==> config.mk <==
export PLATFORM = sky130hd
export DESIGN_NAME = spi_xfer_ctrl_flat
export DESIGN_NICKNAME = d
export VERILOG_FILES = /design/src/rtl/spi_pkg.sv /design/src/rtl/spi_xfer_ctrl_if.sv /design/src/rtl/spi_sclk_gen.sv /design/src/rtl/spi_xfer_ctrl.sv /design/src/flat_wrapper.sv
export SDC_FILE = /design/constraint.sdc
export NUM_CORES = 1
export LEC_CHECK = 0
export BUFFER_PORTS_ARGS = -buffer_cell sky130_fd_sc_hd__buf_4
export CAP_MARGIN = 30
export CORE_UTILIZATION = 42
export CTS_CLUSTER_SIZE = 20
export DETAILED_ROUTE_END_ITERATION = 6
export PLACE_DENSITY = 0.72
export RECOVER_POWER = 100
export SYNTH_ARGS = -nofsm -noshare
export SYNTH_HDL_FRONTEND = slang
export SYNTH_SLANG_ARGS = --single-unit
==> constraint.sdc <==
create_clock -name clk -period 1.85 [get_ports clk]
set_clock_uncertainty 0.05 [all_clocks]
set_input_delay 0.0925 -clock clk [delete_from_list [all_inputs] [get_ports clk]]
set_output_delay 0.0925 -clock clk [all_outputs]
set_load 0.01 [all_outputs]
==> src/rtl/spi_pkg.sv <==
// Shared types and constants for the SPI transaction sequencer.
package spi_pkg;

    localparam int unsigned BYTE_W    = 8;
    localparam int unsigned BIT_CNT_W = 3;

    typedef enum logic [2:0] {
        ST_IDLE  = 3'd0,
        ST_SETUP = 3'd1,
        ST_LOAD  = 3'd2,
        ST_SHIFT = 3'd3,
        ST_HOLD  = 3'd4,
        ST_DONE  = 3'd5
    } spi_state_e;

endpackage

==> src/rtl/spi_xfer_ctrl_if.sv <==
// Host-side command / TX / RX handshake bundle of the SPI sequencer.
interface spi_xfer_ctrl_if
    import spi_pkg::*;
#(
    parameter int unsigned CNT_W = 4
);

    logic              start;
    logic [CNT_W-1:0]  num_bytes;
    logic [BYTE_W-1:0] tx_data;
    logic              tx_valid;
    logic              tx_ready;
    logic [BYTE_W-1:0] rx_data;
    logic              rx_valid;
    logic              busy;
    logic              done;

    // Host logic (register file / FIFOs) side.
    modport master (
        output start, num_bytes, tx_data, tx_valid,
        input  tx_ready, rx_data, rx_valid, busy, done
    );

    // Sequencer side.
    modport slave (
        input  start, num_bytes, tx_data, tx_valid,
        output tx_ready, rx_data, rx_valid, busy, done
    );

endinterface

==> src/rtl/spi_sclk_gen.sv <==
// SPI clock divider: sclk toggles every CLK_DIV enabled cycles, idles low.
// The strobes flag the cycle whose closing edge makes sclk rise or fall.
module spi_sclk_gen
    import spi_pkg::*;
#(
    parameter int unsigned CLK_DIV = 4
) (
    input  logic clk,
    input  logic rst,
    input  logic en,
    output logic sclk,
    output logic rise_stb,
    output logic fall_stb
);

    localparam int unsigned       DIV_W   = (CLK_DIV > 1) ? $clog2(CLK_DIV) : 1;
    localparam logic [DIV_W-1:0]  DIV_MAX = DIV_W'(CLK_DIV - 1);

    logic [DIV_W-1:0] div_cnt;
    logic             wrap;

    assign wrap     = en && (div_cnt == DIV_MAX);
    assign rise_stb = wrap && !sclk;
    assign fall_stb = wrap && sclk;

    // Half-period counter; disabling returns sclk low and restarts the count.
    always_ff @(posedge clk or posedge rst) begin
        if (rst) begin
            div_cnt <= '0;
            sclk    <= 1'b0;
        end else if (!en) begin
            div_cnt <= '0;
            sclk    <= 1'b0;
        end else if (wrap) begin
            div_cnt <= '0;
            sclk    <= ~sclk;
        end else begin
            div_cnt <= div_cnt + DIV_W'(1);
        end
    end

endmodule

==> src/rtl/spi_xfer_ctrl.sv <==
// SPI mode-0 master transaction sequencer, MSB first. Pulls TX bytes and
// pushes RX bytes over valid/ready handshakes, framing them with cs_n.
module spi_xfer_ctrl
    import spi_pkg::*;
#(
    parameter int unsigned CLK_DIV  = 4,
    parameter int unsigned CS_SETUP = 2,
    parameter int unsigned CS_HOLD  = 2,
    parameter int unsigned CNT_W    = 4
) (
    input  logic            clk,
    input  logic            rst,
    spi_xfer_ctrl_if.slave  bus,
    output logic            sclk,
    output logic            mosi,
    input  logic            miso,
    output logic            cs_n
);

    localparam int unsigned WAIT_MAX = (CS_SETUP > CS_HOLD) ? CS_SETUP : CS_HOLD;
    localparam int unsigned WAIT_W   = (WAIT_MAX > 1) ? $clog2(WAIT_MAX) : 1;

    spi_state_e             state, state_d;
    logic [WAIT_W-1:0]      wait_cnt, wait_d;
    logic [BIT_CNT_W-1:0]   bit_cnt, bit_d;
    logic [CNT_W-1:0]       byte_cnt, byte_d;
    logic [CNT_W-1:0]       count_q, count_d;
    logic [BYTE_W-1:0]      tx_sh, tx_sh_d;
    logic [BYTE_W-1:0]      rx_sh, rx_sh_d;
    logic [BYTE_W-1:0]      rx_data_q, rx_data_d;
    logic                   rx_valid_q, rx_valid_d;
    logic                   tx_ready_q, tx_ready_d;
    logic                   busy_q, busy_d;
    logic                   done_q, done_d;
    logic                   cs_n_q, cs_n_d;
    logic                   sclk_en;
    logic                   rise_stb, fall_stb;
    logic [CNT_W-1:0]       byte_next;

    assign sclk_en   = (state == ST_SHIFT);
    assign byte_next = byte_cnt + CNT_W'(1);

    spi_sclk_gen #(.CLK_DIV(CLK_DIV)) u_sclk_gen (
        .clk      (clk),
        .rst      (rst),
        .en       (sclk_en),
        .sclk     (sclk),
        .rise_stb (rise_stb),
        .fall_stb (fall_stb)
    );

    // The TX shift register MSB is the line itself, so mosi is registered.
    assign mosi         = tx_sh[BYTE_W-1];
    assign cs_n         = cs_n_q;
    assign bus.tx_ready = tx_ready_q;
    assign bus.rx_data  = rx_data_q;
    assign bus.rx_valid = rx_valid_q;
    assign bus.busy     = busy_q;
    assign bus.done     = done_q;

    // State register.
    always_ff @(posedge clk or posedge rst) begin
        if (rst) state <= ST_IDLE;
        else     state <= state_d;
    end

    // Datapath and registered outputs.
    always_ff @(posedge clk or posedge rst) begin
        if (rst) begin
            wait_cnt   <= '0;
            bit_cnt    <= '0;
            byte_cnt   <= '0;
            count_q    <= '0;
            tx_sh      <= '0;
            rx_sh      <= '0;
            rx_data_q  <= '0;
            rx_valid_q <= 1'b0;
            tx_ready_q <= 1'b0;
            busy_q     <= 1'b0;
            done_q     <= 1'b0;
            cs_n_q     <= 1'b1;
        end else begin
            wait_cnt   <= wait_d;
            bit_cnt    <= bit_d;
            byte_cnt   <= byte_d;
            count_q    <= count_d;
            tx_sh      <= tx_sh_d;
            rx_sh      <= rx_sh_d;
            rx_data_q  <= rx_data_d;
            rx_valid_q <= rx_valid_d;
            tx_ready_q <= tx_ready_d;
            busy_q     <= busy_d;
            done_q     <= done_d;
            cs_n_q     <= cs_n_d;
        end
    end

    // Next-state and next-output logic.
    always_comb begin
        state_d    = state;
        wait_d     = wait_cnt;
        bit_d      = bit_cnt;
        byte_d     = byte_cnt;
        count_d    = count_q;
        tx_sh_d    = tx_sh;
        rx_sh_d    = rx_sh;
        rx_data_d  = rx_data_q;
        rx_valid_d = 1'b0;
        busy_d     = busy_q;
        done_d     = 1'b0;
        cs_n_d     = cs_n_q;

        case (state)
            ST_IDLE: begin
                if (bus.start) begin
                    if (bus.num_bytes == '0) begin
                        // Empty transaction: report completion without framing.
                        done_d  = 1'b1;
                        state_d = ST_DONE;
                    end else begin
                        count_d = CNT_W'(bus.num_bytes);
                        byte_d  = '0;
                        bit_d   = '0;
                        wait_d  = '0;
                        busy_d  = 1'b1;
                        cs_n_d  = 1'b0;
                        state_d = ST_SETUP;
                    end
                end
            end
            ST_SETUP: begin
                if (wait_cnt == WAIT_W'(CS_SETUP - 1)) begin
                    wait_d  = '0;
                    state_d = ST_LOAD;
                end else begin
                    wait_d = wait_cnt + WAIT_W'(1);
                end
            end
            ST_LOAD: begin
                // Stalls here with sclk low while the host has no byte.
                if (bus.tx_valid && tx_ready_q) begin
                    tx_sh_d = bus.tx_data;
                    bit_d   = '0;
                    state_d = ST_SHIFT;
                end
            end
            ST_SHIFT: begin
                if (rise_stb) begin
                    rx_sh_d = {rx_sh[BYTE_W-2:0], miso};
                    bit_d   = bit_cnt + BIT_CNT_W'(1);
                end
                if (fall_stb) begin
                    // bit_cnt wraps to zero after the eighth rising edge.
                    if (bit_cnt == '0) begin
                        rx_valid_d = 1'b1;
                        rx_data_d  = rx_sh;
                        byte_d     = byte_next;
                        wait_d     = '0;
                        state_d    = (byte_next == count_q) ? ST_HOLD : ST_LOAD;
                    end else begin
                        tx_sh_d = {tx_sh[BYTE_W-2:0], 1'b0};
                    end
                end
            end
            ST_HOLD: begin
                if (wait_cnt == WAIT_W'(CS_HOLD - 1)) begin
                    wait_d  = '0;
                    cs_n_d  = 1'b1;
                    busy_d  = 1'b0;
                    done_d  = 1'b1;
                    state_d = ST_DONE;
                end else begin
                    wait_d = wait_cnt + WAIT_W'(1);
                end
            end
            ST_DONE: begin
                state_d = ST_IDLE;
            end
            default: begin
                state_d = ST_IDLE;
            end
        endcase

        tx_ready_d = (state_d == ST_LOAD);
    end

endmodule
==> src/flat_wrapper.sv <==
// flat-port wrapper written by rule: the top's interface ports become plain ports
module spi_xfer_ctrl_flat import spi_pkg::*;
#(
    parameter int unsigned CLK_DIV  = 4,
    parameter int unsigned CS_SETUP = 2,
    parameter int unsigned CS_HOLD  = 2,
    parameter int unsigned CNT_W    = 4
)
  (clk, rst, sclk, mosi, miso, cs_n, bus_start, bus_num_bytes, bus_tx_data, bus_tx_valid, bus_tx_ready, bus_rx_data, bus_rx_valid, bus_busy, bus_done);
  spi_xfer_ctrl_if #(.CNT_W(CNT_W)) bus_i ();
  input  logic clk;
  input  logic rst;
  output logic sclk;
  output logic mosi;
  input  logic miso;
  output logic cs_n;
  input wire logic [$bits(bus_i.start)-1:0] bus_start;
  input wire logic [$bits(bus_i.num_bytes)-1:0] bus_num_bytes;
  input wire logic [$bits(bus_i.tx_data)-1:0] bus_tx_data;
  input wire logic [$bits(bus_i.tx_valid)-1:0] bus_tx_valid;
  output wire logic [$bits(bus_i.tx_ready)-1:0] bus_tx_ready;
  output wire logic [$bits(bus_i.rx_data)-1:0] bus_rx_data;
  output wire logic [$bits(bus_i.rx_valid)-1:0] bus_rx_valid;
  output wire logic [$bits(bus_i.busy)-1:0] bus_busy;
  output wire logic [$bits(bus_i.done)-1:0] bus_done;
  assign bus_i.start = bus_start;
  assign bus_i.num_bytes = bus_num_bytes;
  assign bus_i.tx_data = bus_tx_data;
  assign bus_i.tx_valid = bus_tx_valid;
  assign bus_tx_ready = bus_i.tx_ready;
  assign bus_rx_data = bus_i.rx_data;
  assign bus_rx_valid = bus_i.rx_valid;
  assign bus_busy = bus_i.busy;
  assign bus_done = bus_i.done;
  spi_xfer_ctrl #(.CLK_DIV(CLK_DIV), .CS_SETUP(CS_SETUP), .CS_HOLD(CS_HOLD), .CNT_W(CNT_W)) u_core (.clk(clk), .rst(rst), .bus(bus_i), .sclk(sclk), .mosi(mosi), .miso(miso), .cs_n(cs_n));
endmodule
==> metrics.txt, run 1 <==
Die Footprint=5537 um2; top_reg_cell synth=dfrtp_1; Critical Path Sink Type=register; Final Util=0.5433; first-pass GRT wire length=~7000 um; crit path launch=u_core.bit_cnt[0]$_DFFE_PP0P_; maximum vdd ir drop=0.7351 mV; Distinct cells, synth=44; Die W=around 74 um; # diodes=0; # fillers=slightly below 500; I/O Buffers=31; row count=25; Area Overhead vs Synth=20.40%; worst-path maximum fanout=6; Tot Pwr=3.512 mW; post-place instance area=between 2000 and 3000 um2; # Post-CTS Setup Buffers=0; maximum clock rate=about 0.57 GHz; placed cell count=about 300; Seq/Total Area, Yosys=0.5347; Setup TNS Final=0 ps; Final setup viols=0; Worst-Skew Late Latency=around 300 ps; wire length per cell=roughly 13 um; Seq cells post-synth=47; CP Data Arrival Time=~1900 ps; Pleak=1.269 nW; detailed-route via count=1621; Max H-tree Level=2; Final Cell Area=roughly 2700 um2; final hold vios=0; clk slew on worst S/H paths=around 80 ps; Period minus WS final=approximately 1800 ps; Post-synth top cells=nand2_1 (57), dfrtp_1 (46), mux2_2 (9), o21ai_0 (9), a21oi_1 (8); Yosys top cell area share=0.5227; Post-Syn Area=2202 um2; Iter 0 DRT Violations=a little over 60; critical setup path kind=register to register; GRT Util Overall=0.1722; Worst EP required=between 1500 and 2000 ps; Synth area leaders=dfrtp_1 (52%), nand2_1 (9.7%), mux2_2 (4.6%), mux2_1 (3.6%), ha_1 (2.3%); Hold Path Class=input port to register; setup slack at placement=around 85 ps; grt ovf=0; final max-slew violation count=0; share of cells above drive strength 1=0.1907; io pins=32; Non-Filler Instances=324; worst setup margin=~86 ps; CTS tree=built; power per cell area=around 1300 nW/um2; Post-synth EDFFs=0; cell with the most instances after synthesis=nand2_1; async set-reset flop share out of synthesis=1.000; Nets=277; leading area contributor after synthesis=dfrtp_1; hpwl dp=2916 um; WL final=~4200 um; Die H=about 74 um; core area=~4900 um2; Hold Startpoint=bus_tx_data[4]; Synthesized Nets=between 200 and 250; Critical Path Start Type=register; RSZ-0062 raised after global routing=false; # DRC=0; TritonCTS Buffers=5; Avg Cell Area, Syn=10.44 um2; drt via density=5.003; vias in the first global route=roughly 1500; largest net degree at the start of global routing=25; gpl congestion=between 0.8 and 0.9; post-synthesis cell count=approximately 210; RR Startpoint=u_core.bit_cnt[0]$_DFFE_PP0P_; slew margin rel.=0.4296; initial core utilization=0.4513; status=complete, no violations; root buffer cell=clkbuf_8; fin crit share=0.9533; Clock Sinks=47; maximum clock path buffer count=2; Pre-antenna DRT Iters=4; total of max-cap violations=0; Worst-Margin Slew=854.7 ps; Antenna Violating Nets Remaining=0; hold_ws=a little over 40 ps; Synth Warn #=0; antenna violations before repair=0
==> cell usage in the layout, fill, tap and decap left out, types with 2 or more instances in the layout <==
master          n
and3b_1         3
o21ai_1         2
buf_4          21
o21ai_0         9
nand2_1        57
dfrtp_1        46
nor3_1          4
ha_1            3
mux2_1          7
clkbuf_1       16
clkbuf_8        6
inv_1           7
mux2_2          9
clkbuf_4        2
xor2_1          2
a22o_1          4
a21oi_1         8
dlygate4sd3_1   7
nor2_1          4
nand2b_1        2
xnor2_1         5
nand3_1         4
==> area by class of cell <==
cell class / instances / area, um2 / area share
inverter: 8 / 32.53 / 0.01227
clock inverter: 2 / 35.03 / 0.01321
clock buffer: 6 / 82.58 / 0.03115
sequential: 47 / 1177 / 0.4441
timing repair buffer: 48 / 312.8 / 0.1180
tap: 67 / 83.83 / 0.03162
multi-input combinational: 146 / 927.1 / 0.3497
==> report_power, final <==
part	leakage, nW	internal [mW]	switching [mW]
clock	0.0612	0.437	0.332
combinational	0.610	0.576	0.573
sequential	0.597	1.36	0.239
total	1.27	2.37	1.14
==> critical path, cell delays in order, from the launching register on <==
cell and delay, ps:
dfrtp_1 410, inv_1 70, ha_1 180, and4b_2 320, nand2_1 200, a41o_1 310, o41ai_1 90
==> worst paths after layout <==
| path | endpoint | slack [ps] | cells after the start |
|---|---|---|---|
| worst max-delay path | u_core.bus.tx_ready$_DFF_PP0_ | 90 | 6 |
| worst min-delay path | u_core.tx_sh[4]$_DFFE_PP0P_ | 40 | 4 |
| worst max register to register | u_core.bus.tx_ready$_DFF_PP0_ | 90 | 6 |
| worst min register to register | u_core.u_sclk_gen.div_cnt[0]$_DFF_PP0_ | 390 | 1 |
| max in group asynchronous | u_core.cs_n$_DFFE_PP1P_ | 320 | 4 |
| min in group asynchronous | u_core.bit_cnt[2]$_DFFE_PP0P_ | 470 | 3 |
==> state kept, by name, summed over array words and instances, names as in the netlist <==
name                       flops
u_core.bus.rx_data             8
u_core.rx_sh                   8
u_core.tx_sh                   8
u_core.byte_cnt                4
u_core.count_q                 4
u_core.bit_cnt                 3
u_core.state                   3
u_core.u_sclk_gen.div_cnt      2
u_core.bus.busy                1
u_core.bus.done                1
u_core.bus.rx_valid            1
u_core.bus.tx_ready            1
u_core.cs_n                    1
u_core.u_sclk_gen.sclk         1
u_core.wait_cnt                1
==> cells by family after synthesis <==
kind of cell,count (synthesis),share of synthesized area
AND/OR/NAND/NOR,84,0.1847
adder cells (fa/ha/maj),4,0.02273
flip-flops,47,0.5347
buffers and inverters,18,0.03864
multiplexers,17,0.08637
AO/OA/AOI/OAI,34,0.1051
XOR/XNOR,7,0.02784
==> what timing repair did <==
item / CTS / global route
endpoints found under the setup margin: 0 / 9
resized for setup: 0 / 3
hold buffers: 7 / 0
endpoints found under the hold margin: 29 / 0
==> per-layer routing <==
| metal | global-route usage | routed length, um | share of wire |
|---|---|---|---|
| met1 | 0.2271 | 2016 | 0.48 |
| met2 | 0.2593 | 1911 | 0.45 |
| met5 | 0 | 0 | 0 |
| met3 | 0.04336 | 166 | 0.039 |
| met4 | 0.09644 | 112 | 0.027 |
Power figures use the tool's default switching activity.
==> run 2: changes to the inputs <==
--- a/config.mk
+++ b/config.mk
@@ -6,12 +6,12 @@
 export NUM_CORES = 1
 export LEC_CHECK = 0
 export BUFFER_PORTS_ARGS = -buffer_cell sky130_fd_sc_hd__buf_4
-export CAP_MARGIN = 30
 export CORE_UTILIZATION = 42
 export CTS_CLUSTER_SIZE = 20
 export DETAILED_ROUTE_END_ITERATION = 6
-export PLACE_DENSITY = 0.72
+export PLACE_DENSITY = 0.71
 export RECOVER_POWER = 100
 export SYNTH_ARGS = -nofsm -noshare
 export SYNTH_HDL_FRONTEND = slang
+export SYNTH_HIERARCHICAL = 1
 export SYNTH_SLANG_ARGS = --single-unit
==> run 2 against run 1 <==
Effect of this change: core utilization up 0.50 points; non-clock buffer count up 3; sequential power about the same; global-route usage down 1.2 points; combinational power up 33%; design area up 7.0%; synthesized cell count down 12%; largest cell class unchanged.
==> metrics.txt, run 2 <==
Avg Cell Area, Syn=12.30 um2 (was 10.44 um2); critical setup path kind=register to register (unchanged); TritonCTS Buffers=5 (unchanged); power per cell area=1341 nW/um2 (was 1325 nW/um2); Yosys top cell area share=0.5033 (was 0.5227); maximum clock path buffer count=2 (unchanged); Die W=75.80 um (was 74.41 um); Area Overhead vs Synth=24.02% (was 20.40%); # fillers=463 (was 481); Die Footprint=5745 um2 (was 5537 um2); I/O Buffers=31 (unchanged); # diodes=0 (unchanged); slew margin rel.=0.2861 (was 0.4296); RSZ-0062 raised after global routing=true (was false); Worst-Margin Slew=1071 ps (was 854.7 ps); status=complete, no violations (unchanged); detailed-route via count=1583 (was 1621); commonest non-fill, non-tap cell in the layout=dfrtp_1 (was nand2_1); top_reg_cell synth=dfrtp_1 (unchanged); Synthesized Nets=207 (was 232); crit path launch=u_core/state[2]$_DFF_PP0_ (was u_core.bit_cnt[0]$_DFFE_PP0P_); Critical Path, Cell by Cell=nand3b_4 -> inv_4 -> and3_4 -> nand3b_1 -> or2_4 -> o311a_1 (was inv_1 -> ha_1 -> and4b_2 -> nand2_1 -> a41o_1 -> o41ai_1); vias in the first global route=1525 (was 1479); Seq cells post-synth=47 (unchanged); Iter 0 DRT Violations=69 (was 61); Distinct cells, synth=48 (was 44); clk slew on worst S/H paths=90 ps (was 80 ps); Period minus WS final=1816 ps (was 1764 ps); maximum vdd ir drop=0.5617 mV (was 0.7351 mV); final hold vios=0 (unchanged); Worst EP required=2000 ps (was 1970 ps); cell with the most instances after synthesis=dfrtp_1 (was nand2_1); Critical Path Start Type=register (unchanged); antenna violations before repair=0 (unchanged); Final Util=0.5484 (was 0.5433); met3 WL=162 um (was 166 um); Non-Filler Instances=309 (was 324); async set-reset flop share out of synthesis=1.000 (unchanged); Hold Startpoint=bus_tx_data[0] (was bus_tx_data[4]); Post-synth EDFFs=0 (unchanged); placed cell count=294 (was 309); CP Data Arrival Time=1960 ps (was 1890 ps); hpwl dp=2838 um (was 2916 um); RR Startpoint=u_core/state[2]$_DFF_PP0_ (was u_core.bit_cnt[0]$_DFFE_PP0P_); Die H=75.80 um (was 74.41 um); Worst-Skew Late Latency=310 ps (was 300 ps); Hold Path Class=input port to register (unchanged); io pins=32 (unchanged); maximum clock rate=0.5505 GHz (was 0.5670 GHz); fin crit share=0.9819 (was 0.9533); Final setup viols=0 (unchanged); Pre-antenna DRT Iters=4 (unchanged); initial core utilization=0.4422 (was 0.4513); Max stage delay on crit path=410 ps (about the same); Max H-tree Level=2 (unchanged); grt ovf=0 (unchanged); WL final=4237 um (was 4207 um); core area=5172 um2 (was 4880 um2); Nets=259 (was 277); final max-slew violation count=0 (unchanged); largest net degree at the start of global routing=45 (was 25); Pleak=1.310 nW (was 1.269 nW); Crit path max-delay family=simple AND/OR/NAND/NOR gates (unchanged); Post-Syn Area=2287 um2 (was 2202 um2); GRT Util Overall=0.1599 (was 0.1722); total of max-cap violations=0 (unchanged); Critical Path Sink Type=register (unchanged); wire length per cell=13.71 um (was 12.98 um); Post-synth top cells=dfrtp_1 (46), mux2_2 (20), nand2_1 (16) (was nand2_1 (57), dfrtp_1 (46), mux2_2 (9), o21ai_0 (9), a21oi_1 (8)); most frequent cells in the layout=dfrtp_1 (45), buf_4 (28), nand2_1 (16) (was nand2_1 (57), dfrtp_1 (46), buf_4 (21)); Clock Sinks=47 (unchanged); # DRC=0 (unchanged); Slowest-stage cell, CP=dfrtp_2 (was dfrtp_1); Synth Warn #=6 (was 0); drt via density=5.123 (was 5.003); hold_ws=3.431 ps (was 40.81 ps); worst-path maximum fanout=5 (was 6); leading area contributor after synthesis=dfrtp_1 (unchanged); CTS tree=built (unchanged); root buffer cell=clkbuf_8 (unchanged); Antenna Violating Nets Remaining=0 (unchanged); share of cells above drive strength 1=0.3556 (was 0.1907); Seq/Total Area, Yosys=0.5148 (was 0.5347); M1 wire length=1965 um (was 2016 um); Max Used Layer=met4 (unchanged); row count=26 (was 25); routed wl met2=2012 um (was 1911 um); first-pass GRT wire length=6775 um (was 6989 um); Synth area leaders=dfrtp_1 (50%), mux2_2 (9.8%), mux2_4 (4.6%), nand2_1 (2.6%), ha_1 (2.2%) (was dfrtp_1 (52%), nand2_1 (9.7%), mux2_2 (4.6%), mux2_1 (3.6%), ha_1 (2.3%)); gpl congestion=0.8123 (was 0.8029); post-synthesis cell count=186 (was 211); crit path buf inv count=1 (unchanged)
## run 2: cell count changes in the layout (fill, tap and decap cells not counted), sizes merged, moves of 3 or more
| cell | previous run | this run |
|---|---|---|
| clkbuf | 25 | 20 |
| mux2 | 16 | 29 |
| inv | 8 | 14 |
| o21ai | 11 | 4 |
| nor2 | 4 | 9 |
| nand3 | 4 | 7 |
| nand2 | 57 | 17 |
| buf | 22 | 30 |
## run 2: metal layers
layer / track usage / vias up
li1: - / 756
met1: 0.2029 / 784
met2: 0.2606 / 33
met3: 0.03175 / 10
met4: 0.08025 / 0
met5: 0 / -
## run 2: through the flow
| step | worst slack [ps] | setup TNS [ps] | power [mW] | instance area [um2] |
|---|---|---|---|---|
| CTS | 8.448 | 0 | 3.847 | 2859 |
| floorplan | -84.73 | -442.4 | 2.755 | 2316 |
| finish | 33.52 | 0 | 3.803 | 2836 |
| global route | -86.26 | -640.1 | 4.073 | 2836 |
| global placement | 42.82 | 0 | 3.122 | 2699 |
| detailed placement | 16.48 | 0 | 3.163 | 2699 |
## run 2: area by class of cell
cell class,count,area (um2),area share
clock buffers,5,68.82,0.02426
clock inverters,3,25.02,0.008822
inverters,12,47.55,0.01676
multi-input cells,121,1061,0.3741
flip-flops and latches,47,1179,0.4155
well taps,70,87.58,0.03088
repair buffers,51,367.9,0.1297
## run 2: kinds of logic (layout without fill, tap and decap cells)
family          count (synthesis)  after routing  synth area share
compound gates                 29             29           0.09739
xor+xnor                        8              8           0.03063
simple gates                   49             49            0.1264
mux                            31             31            0.1630
fa+ha+maj                       4              4           0.02188
buf+inv                        18             71           0.04595
flops                          47             47            0.5148
## run 2: power breakdown
group | internal [mW] | switching (mW)
registers | 1.37 | 0.251
clock network | 0.276 | 0.374
logic | 0.868 | 0.666
total | 2.51 | 1.29
## run 2: tightest hold or removal path: cells and delay by family
family	cells	cell delay, ps
buf+inv	1	80
simple gates	1	50
compound gates	1	90
## run 2: worst paths after layout
check	end	slack (ps)	cells past startpoint
worst max-delay path	u_core/bus.tx_ready$_DFF_PP0_	30	6
worst min-delay path	u_core/tx_sh[0]$_DFFE_PP0P_	3	3
worst max register to register	u_core/bus.tx_ready$_DFF_PP0_	30	6
worst min register to register	u_core/u_sclk_gen/div_cnt[0]$_DFF_PP0_	400	1
max in group asynchronous	u_core/state[2]$_DFF_PP0_	390	4
min in group asynchronous	u_core/u_sclk_gen/div_cnt[1]$_DFF_PP0_	140	3
## run 2: timing repair
action                                  in CTS  in global routing
endpoints found under the hold margin       51                  0
buffers inserted                             0                  1
gates resized for setup                      1                  5
hold buffers                                 6                  0
endpoints found under the setup margin       1                 26
pin swaps                                    0                  2
